`src/rtl/tholin_5401_nibble_responder.sv`:
```
// ----------------------------------------------------------------------------
// tholin_5401_nibble_responder
//
// External memory/IO responder for the 5401 CPU. The CPU drives a nibble-serial
// protocol on its 8-bit io_out bus. ALE cycles shift in an address, MSB nibble
// first. Once a full address has been loaded, each RD cycle returns one nibble
// on data_out and each WR cycle stores one nibble. Both advance the address
// pointer. Read data is registered and appears one cycle after RD is sampled.
//
// Ports:
//   CLK       in   clock, all state on rising edge
//   RST       in   asynchronous active-low reset
//   bus_in    in   [3:0] nib, [4] ale, [5] rd, [6] wr, [7] ignored
//   data_out  out  registered read data to the CPU data_in pins
//   addr      out  current address pointer (debug)
//   ready     out  high while a complete address is held
//   err       out  sticky protocol-error flag, cleared only by reset
// ----------------------------------------------------------------------------
module tholin_5401_nibble_responder #(
    parameter int MEM_DEPTH    = 256,
    parameter int ADDR_NIBBLES = 3
) (
    input  logic                      CLK,
    input  logic                      RST,
    input  logic [7:0]                bus_in,
    output logic [3:0]                data_out,
    output logic [4*ADDR_NIBBLES-1:0] addr,
    output logic                      ready,
    output logic                      err
);

    localparam int AW = 4 * ADDR_NIBBLES;
    localparam int IW = (MEM_DEPTH > 1) ? $clog2(MEM_DEPTH) : 1;
    localparam int CW = $clog2(ADDR_NIBBLES + 1);

    localparam logic [AW:0]   DEPTH_W = (AW + 1)'(MEM_DEPTH);
    localparam logic [CW-1:0] CNT_MAX = CW'(ADDR_NIBBLES);

    typedef enum logic [1:0] {
        S_IDLE  = 2'd0,
        S_ADDR  = 2'd1,
        S_READY = 2'd2
    } state_t;

    logic [3:0] nib;
    logic       ale, rd, wr;
    logic       unused_bus7;

    assign nib         = bus_in[3:0];
    assign ale         = bus_in[4];
    assign rd          = bus_in[5];
    assign wr          = bus_in[6];
    assign unused_bus7 = bus_in[7];

    state_t        state_q, state_d;
    logic [AW-1:0] addr_q, addr_d;
    logic [CW-1:0] cnt_q, cnt_d;
    logic [3:0]    dout_q;
    logic          err_q, err_d;

    logic [3:0]    mem [MEM_DEPTH];

    logic          in_range;
    logic          rd_hit;   // in-range read: load data_out from RAM
    logic          dout_f;   // out-of-range read or stray access: drive 4'hF
    logic          we;
    logic [IW-1:0] idx;

    assign in_range = ({1'b0, addr_q} < DEPTH_W);
    assign idx      = addr_q[IW-1:0];

    always_comb begin
        state_d = state_q;
        addr_d  = addr_q;
        cnt_d   = cnt_q;
        err_d   = err_q;
        rd_hit  = 1'b0;
        dout_f  = 1'b0;
        we      = 1'b0;

        if (ale) begin
            // ALE overrides rd/wr. Surplus nibbles keep shifting, so the
            // last ADDR_NIBBLES nibbles form the address.
            state_d = S_ADDR;
            addr_d  = AW'({addr_q, nib});
            cnt_d   = (cnt_q == CNT_MAX) ? cnt_q : cnt_q + CW'(1);
        end else begin
            unique case (state_q)
                S_ADDR: begin
                    // ALE just dropped. rd/wr this cycle belong to the
                    // new state and are ignored.
                    cnt_d = '0;
                    if (cnt_q == CNT_MAX) begin
                        state_d = S_READY;
                    end else begin
                        state_d = S_IDLE;
                        err_d   = 1'b1;
                    end
                end
                S_READY: begin
                    if (rd && wr) begin
                        err_d = 1'b1;
                    end else if (rd) begin
                        rd_hit = in_range;
                        dout_f = !in_range;
                        addr_d = addr_q + AW'(1);
                    end else if (wr) begin
                        we     = in_range;
                        addr_d = addr_q + AW'(1);
                    end
                end
                default: begin
                    if (rd || wr) begin
                        dout_f = 1'b1;
                        err_d  = 1'b1;
                    end
                end
            endcase
        end
    end

    always_ff @(posedge CLK or negedge RST) begin
        if (!RST) begin
            state_q <= S_IDLE;
            addr_q  <= '0;
            cnt_q   <= '0;
            dout_q  <= 4'h0;
            err_q   <= 1'b0;
        end else begin
            state_q <= state_d;
            addr_q  <= addr_d;
            cnt_q   <= cnt_d;
            err_q   <= err_d;
            if (rd_hit) begin
                dout_q <= mem[idx];
            end else if (dout_f) begin
                dout_q <= 4'hF;
            end
        end
    end

    // RAM contents survive reset. The write enable is derived from state_q,
    // which reset holds at IDLE, so no write happens while RST is low.
    always_ff @(posedge CLK) begin
        if (we) begin
            mem[idx] <= nib;
        end
    end

    assign data_out = dout_q;
    assign addr     = addr_q;
    assign ready    = (state_q == S_READY);
    assign err      = err_q;

endmodule

```
`config.mk`:
```
export PLATFORM = sky130hd
export DESIGN_NAME = tholin_5401_nibble_responder
export DESIGN_NICKNAME = d
export VERILOG_FILES = /design/src/rtl/tholin_5401_nibble_responder.sv
export SDC_FILE = /design/constraint.sdc
export NUM_CORES = 1
export LEC_CHECK = 0
export BUFFER_PORTS_ARGS = -buffer_cell sky130_fd_sc_hd__clkbuf_2
export CAP_MARGIN = 20
export CORE_ASPECT_RATIO = 1.1
export CORE_MARGIN = 3
export CORE_UTILIZATION = 52
export DETAILED_ROUTE_END_ITERATION = 12
export PLACE_DENSITY_LB_ADDON = 0.3
export SKIP_CTS_REPAIR_TIMING = 1
export SLEW_MARGIN = 5
export SYNTH_ARGS = -nofsm -noshare
export SYNTH_HDL_FRONTEND = slang
export SYNTH_SLANG_ARGS = --single-unit
```
`constraint.sdc`:
```
create_clock -name CLK -period 7.3 [get_ports CLK]
set_clock_uncertainty 0.05 [all_clocks]
set_input_delay 0.73 -clock CLK [delete_from_list [all_inputs] [get_ports CLK]]
set_output_delay 0.73 -clock CLK [all_outputs]
set_load 0.01 [all_outputs]
```
== Word level (Yosys, flattened, before mapping) ==
Memory sizes are Yosys's and may differ from the RTL's.
Cells that the tools add are included.
W data, S select, Z words.

* Add/sub/neg operators: 2
* $lt $le $gt $ge: 1
* Equal/unequal tests: 7
* Mux-type cells: 33
* Bitwise logic cells: 1
* Reductions and logical operators: 11

{| class="wikitable"
|+ Operators with widths
! operator !! number
|-
| $mux W12 || 5
|-
| $mux W1 || 18
|-
| $add A12 B1 Y12 const B || 1
|-
| $lt A12 B9 Y1 const B || 1
|-
| $mux W2 || 6
|-
| $mux W4 || 2
|-
| $ne A2 B2 Y1 const B || 3
|-
| $reduce_bool A2 Y1 || 3
|-
| $reduce_bool A3 Y1 || 2
|-
| $eq A2 B2 Y1 const B || 2
|-
| $pmux W1 S2 || 2
|-
| $reduce_and A4 Y1 || 1
|-
| $reduce_and A3 Y1 || 1
|-
| $add A2 B1 Y2 const B || 1
|-
| $eq A2 B1 Y1 const B || 1
|-
| $ne A2 B1 Y1 const B || 1
|-
| $reduce_and A2 Y1 || 1
|-
| $logic_and A1 B1 Y1 || 1
|-
| $logic_not A1 Y1 || 1
|-
| $logic_or A1 B1 Y1 || 1
|-
| $not A1 Y1 || 1
|}

* Flip-flop bits (word level): 21
* Memory bits (writable): 1024
* Input bits: 10
* Memories: 1

{| class="wikitable"
|+ Memory list
! memory !! words !! bits a word !! read ports !! clocked after Yosys merged registers in !! write ports !! line !! text
|-
| mem || 256 || 4 || 1 || 0 || 1 || 61 || <nowiki>logic [3:0] mem [MEM_DEPTH];</nowiki>
|}

== Logic depth before layout (Yosys ltp) ==
Gate-level depths: netlist of run 1.

* Depth in word-level cells: 8
* Mapped depth: 10

== Worst setup path after synthesis of run 1 ==
OpenSTA, ideal clock, no wires.

* Kind: input-to-reg
* From: input bus_in[4]
* To: memory mem[70][0] (enable)
* Library setup time: 0.329 ns
* Arrival time: 2.545 ns
* Data required time: 6.921 ns
* Path slack: 4.376 ns
* Cell stages on the path: 7
* Buffers on the path: 1
* Cells stage by stage: or4_1 -> nor2_1 -> nand4b_1 -> nor3b_1 -> nand2_1 -> clkbuf_1 -> nor2_1

* Longest elaborated chain between the ends: 3

{| class="wikitable"
|+ RTL lines
! element !! line !! text
|-
| start, declared || 25 || <nowiki>input logic [7:0] bus_in,</nowiki>
|-
| $mux W1 || 81 || <nowiki>if (ale) begin</nowiki>
|-
| $mux W1 || 145 || <nowiki>if (we) begin</nowiki>
|-
| $mux W1 (implied by the code) || 146 || <nowiki>mem[idx] <= nib;</nowiki>
|-
| end, declared || 61 ||
|}

No other way between the ends.

== Worst setup path in the final report of run 1 ==
* From: register addr_q[2] (netlist: addr[2])
* To: register dout_q[2] (netlist: data_out[2])

* Longest elaborated chain between the ends: 7
* Elaborated cells between the ends (all ways): 13
* Those cells by class: order compare: 1; mux: 9; reduce/logical: 2; memory: 1

{| class="wikitable"
|+ RTL lines
! element !! line !! text
|-
| start, declared || 56 || <nowiki>logic [AW-1:0] addr_q, addr_d;</nowiki>
|-
| start signal, assigned || 131 || <nowiki>addr_q <= addr_d;</nowiki>
|-
| $lt A12 B9 Y1 || 69 || <nowiki>assign in_range = ({1'b0, addr_q} < DEPTH_W);</nowiki>
|-
| $logic_not A1 Y1 || 105 || <nowiki>dout_f = !in_range;</nowiki>
|-
| $mux W1 || 103 || <nowiki>end else if (rd) begin</nowiki>
|-
| $mux W1 || 101 || <nowiki>if (rd && wr) begin</nowiki>
|-
| $pmux W1 S2 || 88 || <nowiki>unique case (state_q)</nowiki>
|-
| $mux W1 || 81 ||
|-
| $reduce_bool A2 Y1 (no source line) || - ||
|-
| end signal, assigned || 135 || <nowiki>dout_q <= mem[idx];</nowiki>
|-
| end, declared || 58 || <nowiki>logic [3:0] dout_q;</nowiki>
|}

Parallel ways exist; a longest one is shown, timed or not.
A chain may end at the register's enable or synchronous reset.

==> results of run 1 <==
-- worst paths after layout --
| path | from | to | slack, ns | cells after the start |
|---|---|---|---|---|
| worst max-delay path | addr[2] | data_out[2] | 3.16 | 7 |
| worst min-delay path | RST | addr[11] | -0.01 | 1 |
| worst max register to register | addr[2] | data_out[2] | 3.16 | 7 |
| worst min register to register | err | err | 0.42 | 1 |
| max in group asynchronous | RST | addr[0] | 6.80 | 1 |
| min in group CLK | bus_in[5] | err | 0.36 | 3 |
-- critical path: stages (launching register included) --
cell and delay, ns:
sky130_fd_sc_hd__dfrtp_4 1.10, sky130_fd_sc_hd__and2_1 0.84, sky130_fd_sc_hd__buf_4 0.45, sky130_fd_sc_hd__a21oi_1 0.15, sky130_fd_sc_hd__nand3_1 0.18, sky130_fd_sc_hd__nand3_1 0.10, sky130_fd_sc_hd__nor4_1 0.84, sky130_fd_sc_hd__o32a_1 0.31
-- kinds of logic (layout without fill, tap and decap cells) --
kind of cell	after synthesis	count (layout)	share of synthesized area (%)
buf+inv	135	251	1.50
mux	289	289	14.8
compound gates	182	182	3.04
simple gates	444	444	4.45
flops	1045	1045	75.7
other cells	0	3	0
xor+xnor	13	13	0.276
fa+ha+maj	7	7	0.212
-- final cells by class --
class	instances	area, sq um	share of cell area, %
Inverter	5	18.8	0.0410
Multi-Input combinational cell	935	9450	20.6
Timing Repair Buffer	62	515	1.13
Sequential cell	1045	31300	68.3
Antenna cell	3	7.51	0.0164
Tap cell	1035	1290	2.83
Clock inverter	59	576	1.26
Clock buffer	125	2640	5.76
-- power groups by stage --
stage,Sequential (mW),Combinational [mW],Clock (mW)
6_report,6.65,0.988,5.07
5_1_grt,6.65,1.04,5.39
3_5_place_dp,6.78,0.986,0
2_1_floorplan,6.74,0.625,0
4_1_cts,6.65,0.990,5.14
3_3_place_gp,6.78,0.965,0
-- cell usage in the layout, fill, tap and decap left out, types with 11 or more instances in the layout --
cell type and count:
sky130_fd_sc_hd__edfxtp_1 1024, sky130_fd_sc_hd__mux4_2 256, sky130_fd_sc_hd__clkinv_1 20, sky130_fd_sc_hd__clkbuf_16 101
sky130_fd_sc_hd__a22oi_1 53, sky130_fd_sc_hd__nor2_1 287, sky130_fd_sc_hd__o22ai_1 19, sky130_fd_sc_hd__a211oi_1 11
sky130_fd_sc_hd__nand3_1 22, sky130_fd_sc_hd__nand2_1 75, sky130_fd_sc_hd__a21oi_1 28, sky130_fd_sc_hd__dfrtp_1 16
sky130_fd_sc_hd__nand2b_1 11, sky130_fd_sc_hd__o21ai_0 26, sky130_fd_sc_hd__clkbuf_2 22, sky130_fd_sc_hd__buf_4 28
sky130_fd_sc_hd__clkbuf_1 22, sky130_fd_sc_hd__mux2i_1 23, sky130_fd_sc_hd__clkinv_2 20
-- metrics by stage --
step / hold slack [ns] / worst slack (ns) / cells / util, %
global placement: 0.408 / 2.85 / 3079 / 54.5
finish: -0.0115 / 3.16 / 3269 / 58.7
floorplan: 0.384 / 4.38 / 2115 / -
detailed placement: 0.410 / 2.73 / 3081 / 54.5
global route: 0.0239 / 3.12 / 3266 / 58.7
CTS: -0.0209 / 3.32 / 3265 / 58.6
-- flip-flops by register name (all words and copies together), names as in the netlist --
name	cells
addr	12
data_out	4
mem	1024
err	1
state_q	2
cnt_q	2
-- layer usage --
layer / vias to the layer above / GRT usage (%) / routed length [microns]
li1: 8672 / - / -
met1: 11000 / 33.1 / 36500
met2: 1151 / 37.7 / 46800
met3: 206 / 4.41 / 9240
met4: 0 / 9.32 / 3580
met5: - / 0 / 0
-- synthesized netlist by cell type (5+ instances only) --
master,count
sky130_fd_sc_hd__a22oi_1,53
sky130_fd_sc_hd__a211oi_1,11
sky130_fd_sc_hd__o22ai_1,19
sky130_fd_sc_hd__mux2i_1,23
sky130_fd_sc_hd__xor2_1,9
sky130_fd_sc_hd__dfrtp_1,21
sky130_fd_sc_hd__a21oi_1,28
sky130_fd_sc_hd__nor2b_1,11
sky130_fd_sc_hd__nand2_1,83
sky130_fd_sc_hd__buf_1,12
sky130_fd_sc_hd__nand3_1,22
sky130_fd_sc_hd__nand3b_1,6
sky130_fd_sc_hd__clkbuf_1,71
sky130_fd_sc_hd__nor2_1,288
sky130_fd_sc_hd__mux4_2,256
sky130_fd_sc_hd__edfxtp_1,1024
sky130_fd_sc_hd__nand2b_1,11
sky130_fd_sc_hd__buf_2,28
sky130_fd_sc_hd__mux2_2,10
sky130_fd_sc_hd__a21o_1,5
sky130_fd_sc_hd__buf_4,17
sky130_fd_sc_hd__ha_1,7
sky130_fd_sc_hd__o22a_1,6
sky130_fd_sc_hd__o21ai_0,26
==> run summary, run 1 <==
The run finished, with violations left. The checks that failed: hold timing. Buffers placed on the I/O ports in this run total 26. In this run the count of I/O pins placed on the die edge is 28. Initial antenna violation count: 1. The clock-pin slew on the worst setup and hold paths is 0.07 ns, and the width of the die is 275 microns.

The area added between synthesis and finish works out to 10.9%. The tools report the die footprint as 82800 sq um. Setup repair after global routing left no endpoint under its margin. Counting the buffers created by CTS gives 98. Counting flops with a built-in enable in the synthesized netlist gives 1024.

The area of the mapped netlist came out at 41300 sq um. In the final design database the tool counted 2164 nets. The filler cells instantiated in the layout total 5454. The synthesized netlist cell count was 2115. Of all cell types, the one taking the most synthesized area is sky130_fd_sc_hd__edfxtp_1. After synthesis, flip-flops and latches occupy 75.7% of the total area. The cell chosen for the clock root is sky130_fd_sc_hd__clkbuf_16.

Of the total power, the share spent switching nets is 22.2%. Global routing consumed, over all layers together, 23.7% of the routing resources. Mean routed wirelength per cell: 29.4 microns. The analysis attributes to cell leakage a power of 13.9 nW. Of the post-synthesis cell area, the dominant cell type holds 74.5%. The final max-slew violation count was 0; the placement row count was 107.

The run gives 4.67 ns as the data arrival time of the worst path. The kind of end point of the critical path is a flop. The proportion of power drawn by flip-flops and latches came out at 52.3%. The async set or reset register ratio after synthesis works out to 2.01%. The number of nets in the synthesized netlist is 2132. Summed over all failing endpoints, the final setup total negative slack is 0 ns. Yosys mapped the design onto 55 distinct sky130hd cell types. For the required time at the endpoint of the critical path, the log shows 7.83 ns.

Number of failing setup endpoints in the final timing report: 0. In this run the number of H-tree levels came out at 3. The logs give 0 for the count of warnings emitted by yosys and 0 for the overall overflow remaining after global route.

The setup path with the least slack is of type reg2reg. The maximum frequency from static timing analysis is 242 MHz. Max-cap violations in this run came to 0.

TritonCTS built the clock tree. The first global-routing pass estimated 143000 microns of wire. The worst hold slack across all endpoints was -0.0115 ns. The count of endpoints failing hold in the final timing report is 12.

The cell area reported after detailed placement came out at 42500 sq um. The initial cell density of the core was 52.9%. Of all nets on the critical path, the largest fanout is 52.

Of the total power, the clock network draws 39.9%. By area the synthesized netlist is led by sky130_fd_sc_hd__edfxtp_1, sky130_fd_sc_hd__mux4_2, sky130_fd_sc_hd__nor2_1, sky130_fd_sc_hd__dfrtp_1, sky130_fd_sc_hd__a22oi_1. The mean instance size in the synthesized netlist is 19.5 sq um. For the pin with the worst max-slew slack, the measured transition is 1.16 ns. The power share of the combinational group was 7.8%; the placed wire-length estimate after detailed placement was 56500 microns. Via count of the first global-routing pass: 21500. Total power for the finished layout comes to 12.7 mW.

The floorplan step defined a core boundary enclosing 78100 sq um. The worst hold path class was in2async. Clock latency on the worst-skew pair, taken at its later pin, is 0.67 ns.

The clock passes through at most 3 buffers. Power density over the cells: 278 nW/um^2. The final antenna-violating net count was 0; the minimum clock period after layout was 4.14 ns. In the routed design, unresolved DRC markers number 0. The die height was 302 microns. The final critical path takes up 56.6% of the cycle. Cells with a size suffix above 1 make up 22.1% of the layout. Entering global routing, the biggest net connects 137 pins.

The logs give 2729 for the violation count after the first detailed-route iteration and 7 for the total iterations of the first detailed-routing run. For this run, the leading register cell type out of synthesis is sky130_fd_sc_hd__edfxtp_1. Summing all non-filler instances in the final layout gives an area of 45800 sq um. The routed layout has 21000 vias. For this block, the routed nets add up to 96100 microns of wire. The worst max-slew margin expressed relative to the limit is 20.8%.

Dividing the detail-routed via count by the number of cells gives 6.43. In this run, synthesis produced a sequential element count of 1045. The clock net in this run drives a total of 1045 sinks. The logs give 2.82 mW for the net switching power figure and 9.90 mW for the internal portion of total power. Routability-driven placement finished with a final weighted congestion of 0.815. The critical path startpoint category was a flop. The worst-case IR drop observed on VDD is 0.204 mV.
No activity file was read; power rests on OpenSTA's default activity.
==> run 2: changes to the inputs <==
==> constraint.sdc (replaced) <==
create_clock -name CLK -period 3.7 [get_ports CLK]
set_clock_uncertainty 0.05 [all_clocks]
set_input_delay 0.37 -clock CLK [delete_from_list [all_inputs] [get_ports CLK]]
set_output_delay 0.37 -clock CLK [all_outputs]
set_load 0.01 [all_outputs]
==> run 2 against run 1 <==
Net effect: the flow still finishes with violations (hold timing); final cell count increased by 3.2%; sequential share of layout area down 1.6 points; setup slack got worse by 3.0 ns; largest power group unchanged.
==> run summary, run 2 (synthesized netlist as in run 1, its figures left out) <==
For the initial cell density of the core, the log shows 52.9% (unchanged). The tools report the endpoint of the worst-slack reg-to-reg timing path as data_out[2]. The clock-pin slew on the worst setup and hold paths is 0.07 ns (about the same), and the ratio of final minimum period to clock period is 96.6% (+40 points). The logs give 0 (unchanged) for the final antenna-violating net count and 98700 microns (+2.7%) for the wire length reported by the detailed router. Die footprint: 82800 sq um (unchanged). The initial antenna violation count was 0 (-1). TritonCTS built the clock tree. The cell sitting at the root of the clock tree is a sky130_fd_sc_hd__clkbuf_16. The area added between synthesis and finish was 13.5%; the number of filler instances in the final layout was 5391 (-1.2%). The H-tree level count was 3 (unchanged); the data arrival time of the worst path was 4.12 ns (-0.55 ns).

The run gives 0.65 ns (-0.02 ns) as the clock latency of the later-clocked register in the worst-skew pair. The tools report the final total power as 25.6 mW (+100%). The startpoint identified for the worst hold timing path is bus_in[5]. The maximum fanout along the worst path came out at 24 (-54%). The total vias in the final route was 21300 (+1.6%). The flow ran to the end, but the final reports show violations. The run gives 1045 (unchanged) as the CTS sink count.

STA classifies the critical path endpoint as a flop. Critical path startpoint category: a flop. Setup repair after global routing left no endpoint under its margin.

Ranked by flip-flop count, first place goes to mem. The count of input and output buffers works out to 26 (unchanged). The total number of nets in the final design was 2278 (+5.3%); the violation count after the first detailed-route iteration was 2501 (-8.4%). In the layout the commonest cells are sky130_fd_sc_hd__edfxtp_1, sky130_fd_sc_hd__nor2_1, sky130_fd_sc_hd__mux4_2. The tightest min-delay check is of the in2reg type. The depth of the worst register-to-register path works out to 9 (+2). The maximum number of pins on one net before global-route repair was 135 (-1.5%); the top-level I/O count was 28 (unchanged). Traced cell by cell, the critical path runs through buf_4, nor2_4, buf_4, nand2_1, nand3_1, nand3_1, nor4_1, buf_4, o32a_1. Reg-to-reg critical path startpoint: addr[3].

For the static leakage, the log shows 14.5 nW (+4.6%). The sequential cell area in the final layout was 31300 sq um (unchanged); the minimum clock period after layout was 3.57 ns (-0.561 ns). For the total negative slack for setup checks, the log shows 0 ns (unchanged). The most common cell after layout, fill and taps aside is sky130_fd_sc_hd__edfxtp_1. The checks that failed: hold timing. For this design, the slowest cell found on the critical path is sky130_fd_sc_hd__nor4_1. The total iterations of the first detailed-routing run is 6 (-1), and the total buffers and inverters traversed by the critical path is 3 (+2). Peak supply drop: 0.554 mV (+170%).

The routability congestion estimate from global placement was 0.863 (+5.9%); the core footprint was 78100 sq um (unchanged). The via count normalized by instance count was 6.32 (-1.6%); the CTS buffer count was 96 (-2.0%). The die height is 302 microns (unchanged), and the power density over the cells is 546 nW/um^2 (+97%).

The width of the die was 275 microns (unchanged); the worst max-slew margin expressed relative to the limit was 23.1% (+2.3 points). The remaining routing DRC violations is 0 (unchanged), and the largest incremental delay on the critical path is 0.76 ns (-0.34 ns). The deepest clock path buffer count is 3 (unchanged), and the required time at the endpoint of the critical path is 4.24 ns (-3.59 ns). The mean routed wirelength per cell was 29.3 microns (-0.46%); the measured slew at the worst slew-check pin was 1.15 ns (-0.00461 ns). The cell with the most instances on the worst path is sky130_fd_sc_hd__buf_4. The tools report the placement row count as 107 (unchanged). The terminating pin of the worst hold path is err. The placed wire-length estimate after detailed placement was 61900 microns (+9.5%); the overall overflow remaining after global route was 0 (unchanged). The logs give 22200 (+3.1%) for the via count of the first global-routing pass and 24.4% (+0.71 points) for the combined global-route utilization of all metal layers. The instance count along the most critical hold path works out to 3. The worst hold slack across all endpoints is -0.00720 ns (+0.00429 ns), and the maximum frequency from static timing analysis is 280 MHz (+16%). The number of maximum-capacitance constraint violations came out at 0 (unchanged). The number of failing setup endpoints in the final timing report was 0 (unchanged). The kind of cell with the highest combined delay along the critical path is simple AND/OR/NAND/NOR gates. The final max-slew violation count was 0 (unchanged); the number of flip-flops in the largest register was 1024 (unchanged). The reg-to-reg setup timing slack is 0.13 ns (-3.04 ns). The area occupied by multi-input gates is 9430 sq um (-0.21%), and the share of post-route cells with drive strength above 1 is 25.7% (+3.5 points). For the first-pass GRT wire length, the log shows 147000 microns (+2.8%).

The path type of the worst setup path is reg2reg. The count of endpoints failing hold in the final timing report is 1 (-11).
-- run 2: cell count changes in the layout (fill, tap and decap cells not counted), moves of 4 or more --
cell                        change
sky130_fd_sc_hd__buf_12        +14
sky130_fd_sc_hd__nand2_1        +8
sky130_fd_sc_hd__nand2_2        -8
sky130_fd_sc_hd__clkbuf_1       -5
sky130_fd_sc_hd__bufinv_16      +7
sky130_fd_sc_hd__buf_4        +104
sky130_fd_sc_hd__clkinv_2       -7
sky130_fd_sc_hd__clkinv_1       -4
-- run 2: worst register-to-register path, stage by stage, from the launching register on --
cell	delay, ns
sky130_fd_sc_hd__dfrtp_2	0.67
sky130_fd_sc_hd__buf_4	0.30
sky130_fd_sc_hd__nor2_4	0.52
sky130_fd_sc_hd__buf_4	0.43
sky130_fd_sc_hd__nand2_1	0.15
sky130_fd_sc_hd__nand3_1	0.16
sky130_fd_sc_hd__nand3_1	0.09
sky130_fd_sc_hd__nor4_1	0.76
sky130_fd_sc_hd__buf_4	0.24
sky130_fd_sc_hd__o32a_1	0.14
-- run 2: worst max-delay path by stage --
stage | from | to | slack (ns) | depth (start not counted)
floorplan | addr[0] | mem[128][0] | 0.84 | 10
global route | addr[3] | data_out[2] | 0.07 | 9
detailed placement | addr[1] | data_out[2] | 0.24 | 8
CTS | addr[1] | data_out[3] | 0.21 | 8
global placement | addr[1] | data_out[2] | 0.25 | 8
finish | addr[3] | data_out[2] | 0.13 | 9
-- run 2: power breakdown --
part / switching, mW / total [mW] / internal, mW / leakage (nW)
combinational: 1.25 / 2.12 / 0.871 / 3.50
clock: 4.24 / 10.4 / 6.12 / 1.60
sequential: 0.107 / 13.1 / 13.0 / 9.44
total: 5.60 / 25.6 / 20.0 / 14.5
-- run 2: cell type report --
| cell class | instances | area share [%] |
|---|---|---|
| flip-flops and latches | 1045 | 66.8 |
| multi-input cells | 935 | 20.1 |
| clock buffers | 117 | 5.48 |
| repair buffers | 178 | 3.28 |
| well taps | 1035 | 2.76 |
| clock inverters | 57 | 1.56 |
| inverters | 5 | 0.0400 |
| diodes | 1 | 0.00534 |
-- run 2: stage by stage --
step	worst slack (ns)	utilization, %	instances	hold slack [ns]	instance area [sq um]
after floorplan	0.838	-	2115	0.0244	41300
after global placement	0.245	55.8	3197	0.309	43600
after detailed placement	0.239	55.8	3197	0.321	43600
after CTS	0.215	60.0	3371	-0.376	46900
after global routing	0.0745	60.0	3372	0.00600	46900
final	0.126	60.1	3373	-0.00720	46900
-- run 2: per-layer routing --
layer  wire length, microns  global-route usage, %
met5                      0                      0
met2                  48200                   39.3
met1                  37600                   33.3
met4                   3460                   8.45
met3                   9450                   5.63
